<file path="src/rtl/pc_high_if.sv">
// Bundle between the PCL stage / control unit and the PCH stage.
// Carries the carry handshake, fix-up strobes, data bus and PCH outputs.
interface pc_high_if;
  logic       load_pch;
  logic [7:0] db_in;
  logic       carry_to_pch;
  logic       carry_done;
  logic       fix_inc;
  logic       fix_dec;
  logic [7:0] address_high_out;
  logic [7:0] db_out;
  logic       busy;
  logic       wrap;
  logic       fix_err;

  modport master (
    output load_pch, db_in, carry_to_pch,
    output fix_inc, fix_dec,
    input  carry_done, address_high_out, db_out,
    input  busy, wrap, fix_err
  );

  modport slave (
    input  load_pch, db_in, carry_to_pch,
    input  fix_inc, fix_dec,
    output carry_done, address_high_out, db_out,
    output busy, wrap, fix_err
  );
endinterface

</file>
<file path="src/rtl/pc_high.sv">
// 65C02 program counter high byte: carry absorb, branch page
// fix-up, direct load, and PCH drive onto address/data buses.
module pc_high #(
  parameter logic [7:0] RESET_VALUE  = 8'hFF,
  parameter bit         ENABLE_FIXUP = 1'b1
) (
  input logic  fclk,
  input logic  reset,
  pc_high_if.slave bus
);

  typedef enum logic {IDLE, ACK} state_t;

  state_t     state, state_n;
  logic [7:0] pch, pch_n;
  logic       wrap_q, wrap_n;
  logic       err_q, err_n;

  logic       accept;
  logic       inc_eff, dec_eff, both;
  logic [7:0] p1;

  // Next-state: load wins, otherwise carry then fix-up chained
  always_comb begin
    state_n = state;
    pch_n   = pch;
    wrap_n  = 1'b0;
    err_n   = err_q;
    p1      = pch;
    accept  = (state == IDLE) && bus.carry_to_pch;
    both    = ENABLE_FIXUP && bus.fix_inc && bus.fix_dec;
    inc_eff = ENABLE_FIXUP && bus.fix_inc && !bus.fix_dec;
    dec_eff = ENABLE_FIXUP && bus.fix_dec && !bus.fix_inc;

    if (both)
      err_n = 1'b1;

    unique case (state)
      IDLE: if (bus.carry_to_pch) state_n = ACK;
      ACK:  if (!bus.carry_to_pch) state_n = IDLE;
      default: state_n = IDLE;
    endcase

    if (bus.load_pch) begin
      pch_n = bus.db_in;
    end else begin
      if (accept) begin
        p1 = pch + 8'd1;
        if (pch == 8'hFF) wrap_n = 1'b1;
      end
      pch_n = p1;
      if (inc_eff) begin
        pch_n = p1 + 8'd1;
        if (p1 == 8'hFF) wrap_n = 1'b1;
      end else if (dec_eff) begin
        pch_n = p1 - 8'd1;
        if (p1 == 8'h00) wrap_n = 1'b1;
      end
    end
  end

  // State and PCH registers; reset aborts any handshake
  always_ff @(posedge fclk or posedge reset) begin
    if (reset) begin
      state  <= IDLE;
      pch    <= RESET_VALUE;
      wrap_q <= 1'b0;
      err_q  <= 1'b0;
    end else begin
      state  <= state_n;
      pch    <= pch_n;
      wrap_q <= wrap_n;
      err_q  <= err_n;
    end
  end

  assign bus.address_high_out = pch;
  assign bus.db_out           = pch;
  assign bus.carry_done       = (state == ACK);
  assign bus.busy             = (state == ACK);
  assign bus.wrap             = wrap_q;
  assign bus.fix_err          = err_q;

endmodule

</file>
<file path="src/flat_wrapper.sv">
// flat-port wrapper written by rule: the top's interface ports become plain ports
module pc_high_flat 
#(
  parameter logic [7:0] RESET_VALUE  = 8'hFF,
  parameter bit         ENABLE_FIXUP = 1'b1
)
  (fclk, reset, bus_load_pch, bus_db_in, bus_carry_to_pch, bus_fix_inc, bus_fix_dec, bus_carry_done, bus_address_high_out, bus_db_out, bus_busy, bus_wrap, bus_fix_err);
  pc_high_if bus_i ();
  input logic fclk;
  input logic reset;
  input wire logic [$bits(bus_i.load_pch)-1:0] bus_load_pch;
  input wire logic [$bits(bus_i.db_in)-1:0] bus_db_in;
  input wire logic [$bits(bus_i.carry_to_pch)-1:0] bus_carry_to_pch;
  input wire logic [$bits(bus_i.fix_inc)-1:0] bus_fix_inc;
  input wire logic [$bits(bus_i.fix_dec)-1:0] bus_fix_dec;
  output wire logic [$bits(bus_i.carry_done)-1:0] bus_carry_done;
  output wire logic [$bits(bus_i.address_high_out)-1:0] bus_address_high_out;
  output wire logic [$bits(bus_i.db_out)-1:0] bus_db_out;
  output wire logic [$bits(bus_i.busy)-1:0] bus_busy;
  output wire logic [$bits(bus_i.wrap)-1:0] bus_wrap;
  output wire logic [$bits(bus_i.fix_err)-1:0] bus_fix_err;
  assign bus_i.load_pch = bus_load_pch;
  assign bus_i.db_in = bus_db_in;
  assign bus_i.carry_to_pch = bus_carry_to_pch;
  assign bus_i.fix_inc = bus_fix_inc;
  assign bus_i.fix_dec = bus_fix_dec;
  assign bus_carry_done = bus_i.carry_done;
  assign bus_address_high_out = bus_i.address_high_out;
  assign bus_db_out = bus_i.db_out;
  assign bus_busy = bus_i.busy;
  assign bus_wrap = bus_i.wrap;
  assign bus_fix_err = bus_i.fix_err;
  pc_high #(.RESET_VALUE(RESET_VALUE), .ENABLE_FIXUP(ENABLE_FIXUP)) u_core (.fclk(fclk), .reset(reset), .bus(bus_i));
endmodule
</file>
<file path="config.mk">
export PLATFORM = sky130hd
export DESIGN_NAME = pc_high_flat
export DESIGN_NICKNAME = d
export VERILOG_FILES = /design/src/rtl/pc_high_if.sv /design/src/rtl/pc_high.sv /design/src/flat_wrapper.sv
export SDC_FILE = /design/constraint.sdc
export NUM_CORES = 1
export LEC_CHECK = 0
export CAP_MARGIN = 5
export CELL_PAD_IN_SITES_DETAIL_PLACEMENT = 1
export CELL_PAD_IN_SITES_GLOBAL_PLACEMENT = 1
export CORE_ASPECT_RATIO = 1.4
export CORE_MARGIN = 5
export CORE_UTILIZATION = 37
export DETAILED_ROUTE_END_ITERATION = 16
export PLACE_DENSITY_LB_ADDON = 0.1
export REMOVE_ABC_BUFFERS = 1
export SYNTH_ARGS = -nofsm -noshare
export SYNTH_HDL_FRONTEND = slang
export SYNTH_SLANG_ARGS = --single-unit
</file>
<file path="constraint.sdc">
create_clock -name fclk -period 6.5 [get_ports fclk]
set_input_delay 1.95 -clock fclk [delete_from_list [all_inputs] [get_ports fclk]]
set_output_delay 1.95 -clock fclk [all_outputs]
set_load 0.02 [all_outputs]
</file>
* After elaboration in Yosys (flattened, before gate mapping) *
Index checks and enable logic that the tools add are counted.

storage, ports and cells
  register bits = 11
  input bits = 14
  output and inout port bits = 20

operators by class
  $add $sub $neg = 3
  equality and inequality tests = 2
  mux-type cells = 13
  bitwise operators = 1
  reductions and logical operators = 7

operators with widths
  cell                 count
  $mux 8               5
  $add 8x1->8 const B  2
  $eq 8x8->1 const B   2
  $logic_not 8->1      1
  $mux 1               8
  $sub 8x1->8 const B  1
  $logic_and 1x1->1    4
  $logic_not 1->1      2
  $not 1->1            1

* Depth between registers and ports, before layout *
Gate-level depths: netlist of run 1.

  word-level depth = 9
  depth in mapped cells = 9
  depth with buffers taken out = 9

* Least setup slack after synthesis of run 1 *
OpenSTA, ideal clock, no wires.

  path type = input to register
  start point = input port bus_carry_to_pch
  end point = register u_core.pch[4], in the netlist u_core.bus.address_high_out[4]
  library setup time = 82 ps
  data arrival time = 3,415 ps
  data required time = 6,418 ps
  slack = 3,003 ps
  stages on the path = 8
  cells stage by stage = nor2b_1 > xor2_1 > inv_1 > ha_1 > nand2_1 > a2bb2o_2 > xnor2_1 > mux2_2

between the ends
  word-level cells in the longest chain between the ends = 7
  elaborated cells on any way between the ends = 8
  those cells by class = add/sub: 2; mux: 5; reduce/logical: 1

RTL lines
  element                    RTL line            text
  start: declaration         flat_wrapper.sv:13  input wire logic [$bits(bus_i.carry_to_pch)-1:0] bus_carry_to_pch;
  $logic_and 1x1->1 *        pc_high.sv:30       accept = (state == IDLE) && bus.carry_to_pch;
  $mux 8 *                   pc_high.sv:47       if (accept) begin
  $mux 8 *                   pc_high.sv:44       if (bus.load_pch) begin
  $sub 8x1->8                pc_high.sv:56       pch_n = p1 - 8'd1;
  $mux 8                     pc_high.sv:55       end else if (dec_eff) begin
  $mux 8 *                   pc_high.sv:52       if (inc_eff) begin
  $mux 8 *                   pc_high.sv:44
  named net u_core.pch_n[4]  pc_high.sv:15       logic [7:0] pch, pch_n;
  end signal: assignment     pc_high.sv:71       pch <= pch_n;
  end: declaration           pc_high.sv:15

Mark *: on every way through the listed nets, which the timed path passes. The rest lies on a longest branch. The select of a mux whose other input is x is not followed.
A chain may end at the register's enable or synchronous reset.

* Worst setup path in the final report of run 1 *
Same ends and word-level chain as after synthesis.

==> metrics, run 1 <==
RR Endpoint=u_core.bus.address_high_out[7]; final core utilization=48.3%; pin count of the biggest net entering global routing=12; Register Area=285 um^2; Final period util=65.2%; Slew @ Worst Pin=0.464 ns; All-Layer GR Usage=15.8%; Internal Power=205 uW; Placed Area=1450 um^2; Max VDD drop=127 uV; io pins=34; fraction of registers with async set/reset=100%; startpoint class of the critical path=input pin; P_sw=137 uW; Hold Crit Class=reg -> reg; reg-to-reg startpoint=u_core.bus.address_high_out[0]; Avg Inst Size Synth=8.47 um^2; Logic pwr share=46.3%; Syn Std Cell Area=1180 um^2; R2R depth=7; Ant. Diodes=0; commonest non-fill, non-tap cells in the layout=clkdlybuf4s50_1, nand2_1, nor2_1, xnor2_1, dfstp_2; Routed WL=3290 um; PostCTS Resize Cnt=0; reg2reg setup slack=4.12 ns; Ys Warns=0; Fin Clk Skew=0.00110 ns; max-slew headroom at the worst pin=69.1%; Wirelength per Cell=16.5 um; Sw Ratio=40.1%; Post-synth EDFFs=0; Critical Path Sink Type=flip-flop; Power Density=229 nW/um^2; detailed-route via count=1094; #FFs+latches synth=11; Syn Inst Count=139; CP arrival=4.41 ns; hold_ws=0.459 ns; Finish-stage setup viols=0; WHS Endpoint=u_core.bus.fix_err; nets@finish=179; f_max=236 MHz; growth of design area from synthesis to finish=26.9%; clock sink total=11; worst hold path depth=1; Main synth FF type=dfstp_2; Yosys cell types=49; antenna-violating nets left=0; # DRC=0; Root Driver=clkbuf_8; clk_lat worst skew=0.24 ns; Max Fanout on Critical Path=9; post-synthesis sequential area ratio=24.2%; GR Overflow Total=0; I/O Buffers=33; final hold viol count=0; First-pass DRT Iterations=4; vias per cell=5.50; most common cell after layout, fill and taps aside=clkdlybuf4s50_1; Hold Startpoint=u_core.bus.fix_err; status=finished, final reports clean; Slew Viols, Final=0; # H-tree levels=1; first-pass GRT wire length=5640 um; final instance area=1490 um^2; Worst-path clk slew=0.05 ns; cts hold-fix bufs=0; CTS tree=done; Seq pwr share=32.7%; clock share of power=21.0%; Initial Util=38.1%; Vert. Die Dim=76.7 um; total negative slack=0 ns; Initial DRC Count=24; minimum clock period=4.24 ns; CTS Buf Count=3; area occupied by multi-input gates=766 um^2; RSZ-0062 raised after global routing=no; core area=3090 um^2; initial antenna violation count=0; Worst EP required=6.67 ns; DIE WIDTH=57.7 um; max-cap check violation count=0; layout cell share with drive strength beyond 1=14.4%; fillers=372; number of post-CTS setup repair buffers=0; full die area=4430 um^2; critical path type=in -> reg; placement row count=24; leak pwr=0.000550 uW; DP HPWL=2570 um; placer congestion estimate=0.825; CTS Buffer Depth=2; vias in the first global route=1159
## metal layers
metal | up-vias | wire length, um | global-route usage [%]
met5 | - | 0 | 0
met4 | 0 | 23 | 3.48
met3 | 3 | 172 | 2.52
met2 | 29 | 1820 | 29.5
met1 | 532 | 1270 | 18.1
li1 | 530 | - | -
## synth_stat cells (all sizes together) (2+ instances only)
cell type | count | share of area [%]
xor2 | 3 | 2.2
clkbuf | 2 | 0.64
nand4 | 3 | 1.6
buf | 14 | 8.5
ha | 4 | 4.3
o211ai | 3 | 2.3
nand2 | 14 | 4.7
nor4 | 2 | 1.1
a31oi | 3 | 1.6
nor3 | 4 | 1.7
a21oi | 3 | 1.3
nor2b | 3 | 1.6
nand4b | 3 | 2.2
dfrtp | 3 | 6.4
mux2 | 3 | 2.9
inv | 5 | 1.6
nand3 | 3 | 1.3
o21ai | 7 | 3.0
xnor2 | 10 | 7.4
nor2 | 10 | 3.2
a211oi | 2 | 1.7
and2 | 2 | 1.1
dfstp | 8 | 18
or3 | 2 | 1.5
and3b | 2 | 1.5
nand3b | 3 | 3.0
o31ai | 3 | 1.9
## area by class of cell
| cell class | count | share of cell area, % |
|---|---|---|
| flip-flops and latches | 11 | 19.1 |
| repair buffers | 33 | 22.1 |
| multi-input cells | 107 | 51.3 |
| well taps | 39 | 3.27 |
| inverters | 5 | 1.26 |
| clock buffers | 4 | 3.02 |
## critical path: stages
cell and delay (ns):
clkdlybuf4s50_1 0.66, nor2b_1 0.35, xor2_1 0.34, inv_1 0.13, ha_1 0.23, nand2_1 0.08, a2bb2o_2 0.28, xnor2_1 0.12
mux2_2 0.26
## worst max path at each step
stage	startpoint	endpoint	slack [ns]	cells past startpoint
3_3_place_gp	bus_carry_to_pch	u_core.bus.address_high_out[4]	2.20	9
6_report	bus_carry_to_pch	u_core.bus.address_high_out[4]	2.26	9
5_1_grt	bus_carry_to_pch	u_core.bus.address_high_out[4]	2.12	9
3_5_place_dp	bus_carry_to_pch	u_core.bus.address_high_out[4]	2.04	9
4_1_cts	bus_carry_to_pch	u_core.bus.address_high_out[4]	2.26	9
2_1_floorplan	bus_carry_to_pch	u_core.bus.address_high_out[4]	3.00	8
## logic make-up (layout without fill, tap and decap cells)
logic type | Yosys count | in the layout | share of synthesized area (%)
compound gates | 29 | 29 | 17.4
buf+inv | 21 | 42 | 10.7
flops | 11 | 11 | 24.2
fa+ha+maj | 4 | 4 | 4.25
mux | 4 | 4 | 4.78
xor+xnor | 13 | 13 | 9.67
simple gates | 57 | 57 | 28.9
## power groups by stage
stage	Combinational [uW]	Clock [uW]	Sequential [uW]
after floorplan	74.0	0	129
after global placement	155	0	112
after detailed placement	158	0	113
after CTS	160	73.4	112
after global routing	171	80.9	116
final	159	71.9	112
## metrics by stage
stage               instances  total power, uW  setup slack, ns
floorplan                 123              203             3.00
CTS                       199              346             2.26
global placement          195              268             2.20
global route              199              368             2.12
finish                    199              343             2.26
detailed placement        195              271             2.04
## flip-flops by register name, indices dropped and copies added, names as in the netlist
register	count
u_core.bus.address_high_out	8
u_core.bus.busy	1
u_core.bus.fix_err	1
u_core.bus.wrap	1
(Power assumes the default switching activity.)
==> inputs of run 2 (changes only) <==
--- a/config.mk
+++ b/config.mk
@@ -10,7 +10,7 @@
 export CELL_PAD_IN_SITES_GLOBAL_PLACEMENT = 1
 export CORE_ASPECT_RATIO = 1.4
 export CORE_MARGIN = 5
-export CORE_UTILIZATION = 37
+export CORE_UTILIZATION = 35
 export DETAILED_ROUTE_END_ITERATION = 16
 export PLACE_DENSITY_LB_ADDON = 0.1
 export REMOVE_ABC_BUFFERS = 1
==> constraint.sdc (replaced) <==
create_clock -name fclk -period 3.9 [get_ports fclk]
set_input_delay 1.17 -clock fclk [delete_from_list [all_inputs] [get_ports fclk]]
set_output_delay 1.17 -clock fclk [all_outputs]
set_load 0.02 [all_outputs]
==> run 2 against run 1 <==
Net effect: highest routed layer unchanged; critical path depth did not move; largest cell class unchanged; sequential share of layout area fell by 0.11 points; core utilization fell by 3.0 points; combinational power rose by 66%; power rose by 68%; hold slack improved by 0.0054 ns; first-iteration DRC count fell by 4.2%; critical path type unchanged; wire length rose by 0.33%; via count rose by 0.64%; final area rose by 0.59%.
==> metrics, run 2 (same netlist as run 1, synthesis figures left out) <==
CTS Buf Count=3 (unchanged); status=finished, final reports clean (unchanged); Worst EP required=4.07 ns (was 6.67 ns); Vert. Die Dim=78.6 um (was 76.7 um); CP arrival=3.32 ns (was 4.41 ns); Hold Crit Class=reg -> reg (unchanged); Initial DRC Count=23 (was 24); I/O Buffers=33 (unchanged); RSZ-0062 raised after global routing=no (unchanged); DP HPWL=2630 um (was 2570 um); Root Driver=clkbuf_8 (unchanged); Power Density=382 nW/um^2 (was 229 nW/um^2); DIE WIDTH=59.0 um (was 57.7 um); leak pwr=0.000555 uW (was 0.000550 uW); antenna-violating nets left=0 (unchanged); CTS tree=done (unchanged); First-pass DRT Iterations=3 (was 4); Final period util=80.7%; minimum clock period=3.15 ns; Ant. Diodes=0 (unchanged); Register Area=285 um^2 (unchanged); startpoint class of the critical path=input pin (unchanged); All-Layer GR Usage=15.3% (was 15.8%); # H-tree levels=1 (unchanged); initial antenna violation count=0 (unchanged); Max VDD drop=210 uV (was 127 uV); Worst-path clk slew=0.06 ns (was 0.05 ns); fillers=412 (was 372); f_max=318 MHz; Fin Clk Skew=0.00486 ns (was 0.00110 ns); Max Fanout on Critical Path=4 (was 9); max-cap check violation count=0 (unchanged); Finish-stage setup viols=0 (unchanged); core area=3320 um^2 (was 3090 um^2); most common cell after layout, fill and taps aside=clkdlybuf4s50_1 (unchanged); PnR worst setup slack=0.753 ns (was 2.26 ns); detailed-route via count=1101 (was 1094); GR Overflow Total=0 (unchanged); placer congestion estimate=0.844 (was 0.825); placement row count=25 (was 24); max reg flops=8 (unchanged); Slew @ Worst Pin=0.503 ns (was 0.464 ns); commonest non-fill, non-tap cells in the layout=clkdlybuf4s50_1, nand2_1, nor2_1, xnor2_1, dfstp_2 (unchanged); max-slew headroom at the worst pin=66.4% (was 69.1%); # DRC=0 (unchanged); cts hold-fix bufs=0 (unchanged); vias in the first global route=1146 (was 1159); clk_lat worst skew=0.24 ns (about the same); clock sink total=11 (unchanged); vias per cell=5.48 (was 5.50); critical path type=in -> reg (unchanged); Slew Viols, Final=0 (unchanged); first-pass GRT wire length=5570 um (was 5640 um); Post-Place Setup Slack=0.492 ns (was 2.04 ns); layout cell share with drive strength beyond 1=14.9% (was 14.4%); Routed WL=3300 um (was 3290 um); pin count of the biggest net entering global routing=12 (unchanged); full die area=4640 um^2 (was 4430 um^2); CTS Buffer Depth=2 (unchanged); Wirelength per Cell=16.4 um (was 16.5 um); growth of design area from synthesis to finish=27.6% (was 26.9%); number of post-CTS setup repair buffers=0 (unchanged); final hold viol count=0 (unchanged); area occupied by multi-input gates=766 um^2 (unchanged); total negative slack=0 ns (unchanged); PostCTS Resize Cnt=0 (unchanged); Critical Path Sink Type=flip-flop (unchanged); io pins=34 (unchanged); Initial Util=35.5% (was 38.1%); nets@finish=180 (was 179)
run 2: cell count changes in the layout (fill, tap and decap cells not counted):
cell	delta
buf_4	+1
run 2: power breakdown:
group / total (uW) / switching, uW / internal, uW
combinational: 264 / 135 / 129
clock: 125 / 52.5 / 72.2
sequential: 186 / 45.1 / 141
run 2: final cells by class:
cell class | instances | area share (%)
Multi-Input combinational cell | 107 | 51.0
Tap cell | 40 | 3.33
Sequential cell | 11 | 19.0
Inverter | 5 | 1.25
Clock buffer | 4 | 3.00
Timing Repair Buffer | 34 | 22.5
run 2: worst paths after layout:
path | end | startpoint | slack [ns] | depth (start not counted)
max in group asynchronous | u_core.bus.address_high_out[5] | reset | 2.32 | 2
worst max register to register | u_core.bus.address_high_out[7] | u_core.bus.address_high_out[0] | 1.60 | 7
worst min-delay path | u_core.bus.fix_err | u_core.bus.fix_err | 0.46 | 1
worst min register to register | u_core.bus.fix_err | u_core.bus.fix_err | 0.46 | 1
worst max-delay path | u_core.bus.address_high_out[4] | bus_carry_to_pch | 0.75 | 9
min in group asynchronous | u_core.bus.fix_err | reset | 1.23 | 2
run 2: through the flow:
step | cells | hold WS [ns] | instance area, um^2 | util (%) | power, uW
after floorplan | 123 | 0.565 | 1070 | - | 338
final | 201 | 0.464 | 1500 | 45.3 | 575
after CTS | 201 | 0.470 | 1500 | 45.3 | 582
after global placement | 197 | 0.448 | 1460 | 44.0 | 447
after global routing | 201 | 0.506 | 1500 | 45.3 | 615
after detailed placement | 197 | 0.456 | 1460 | 44.0 | 455
run 2: worst max-delay path, cell delays in order:
cell and delay, ns:
clkdlybuf4s50_1 0.47, nor2b_1 0.28, xor2_1 0.31, inv_1 0.12
ha_1 0.21, nand2_1 0.09, a2bb2o_2 0.29, xnor2_1 0.12
mux2_2 0.26
run 2: layer usage:
layer	GRT usage, %	up-vias	share of wire (%)
met3	2.30	4	3.2
met1	16.9	539	40
met2	28.9	20	55
li1	-	538	-
met5	0	-	0
met4	4.76	0	1.1
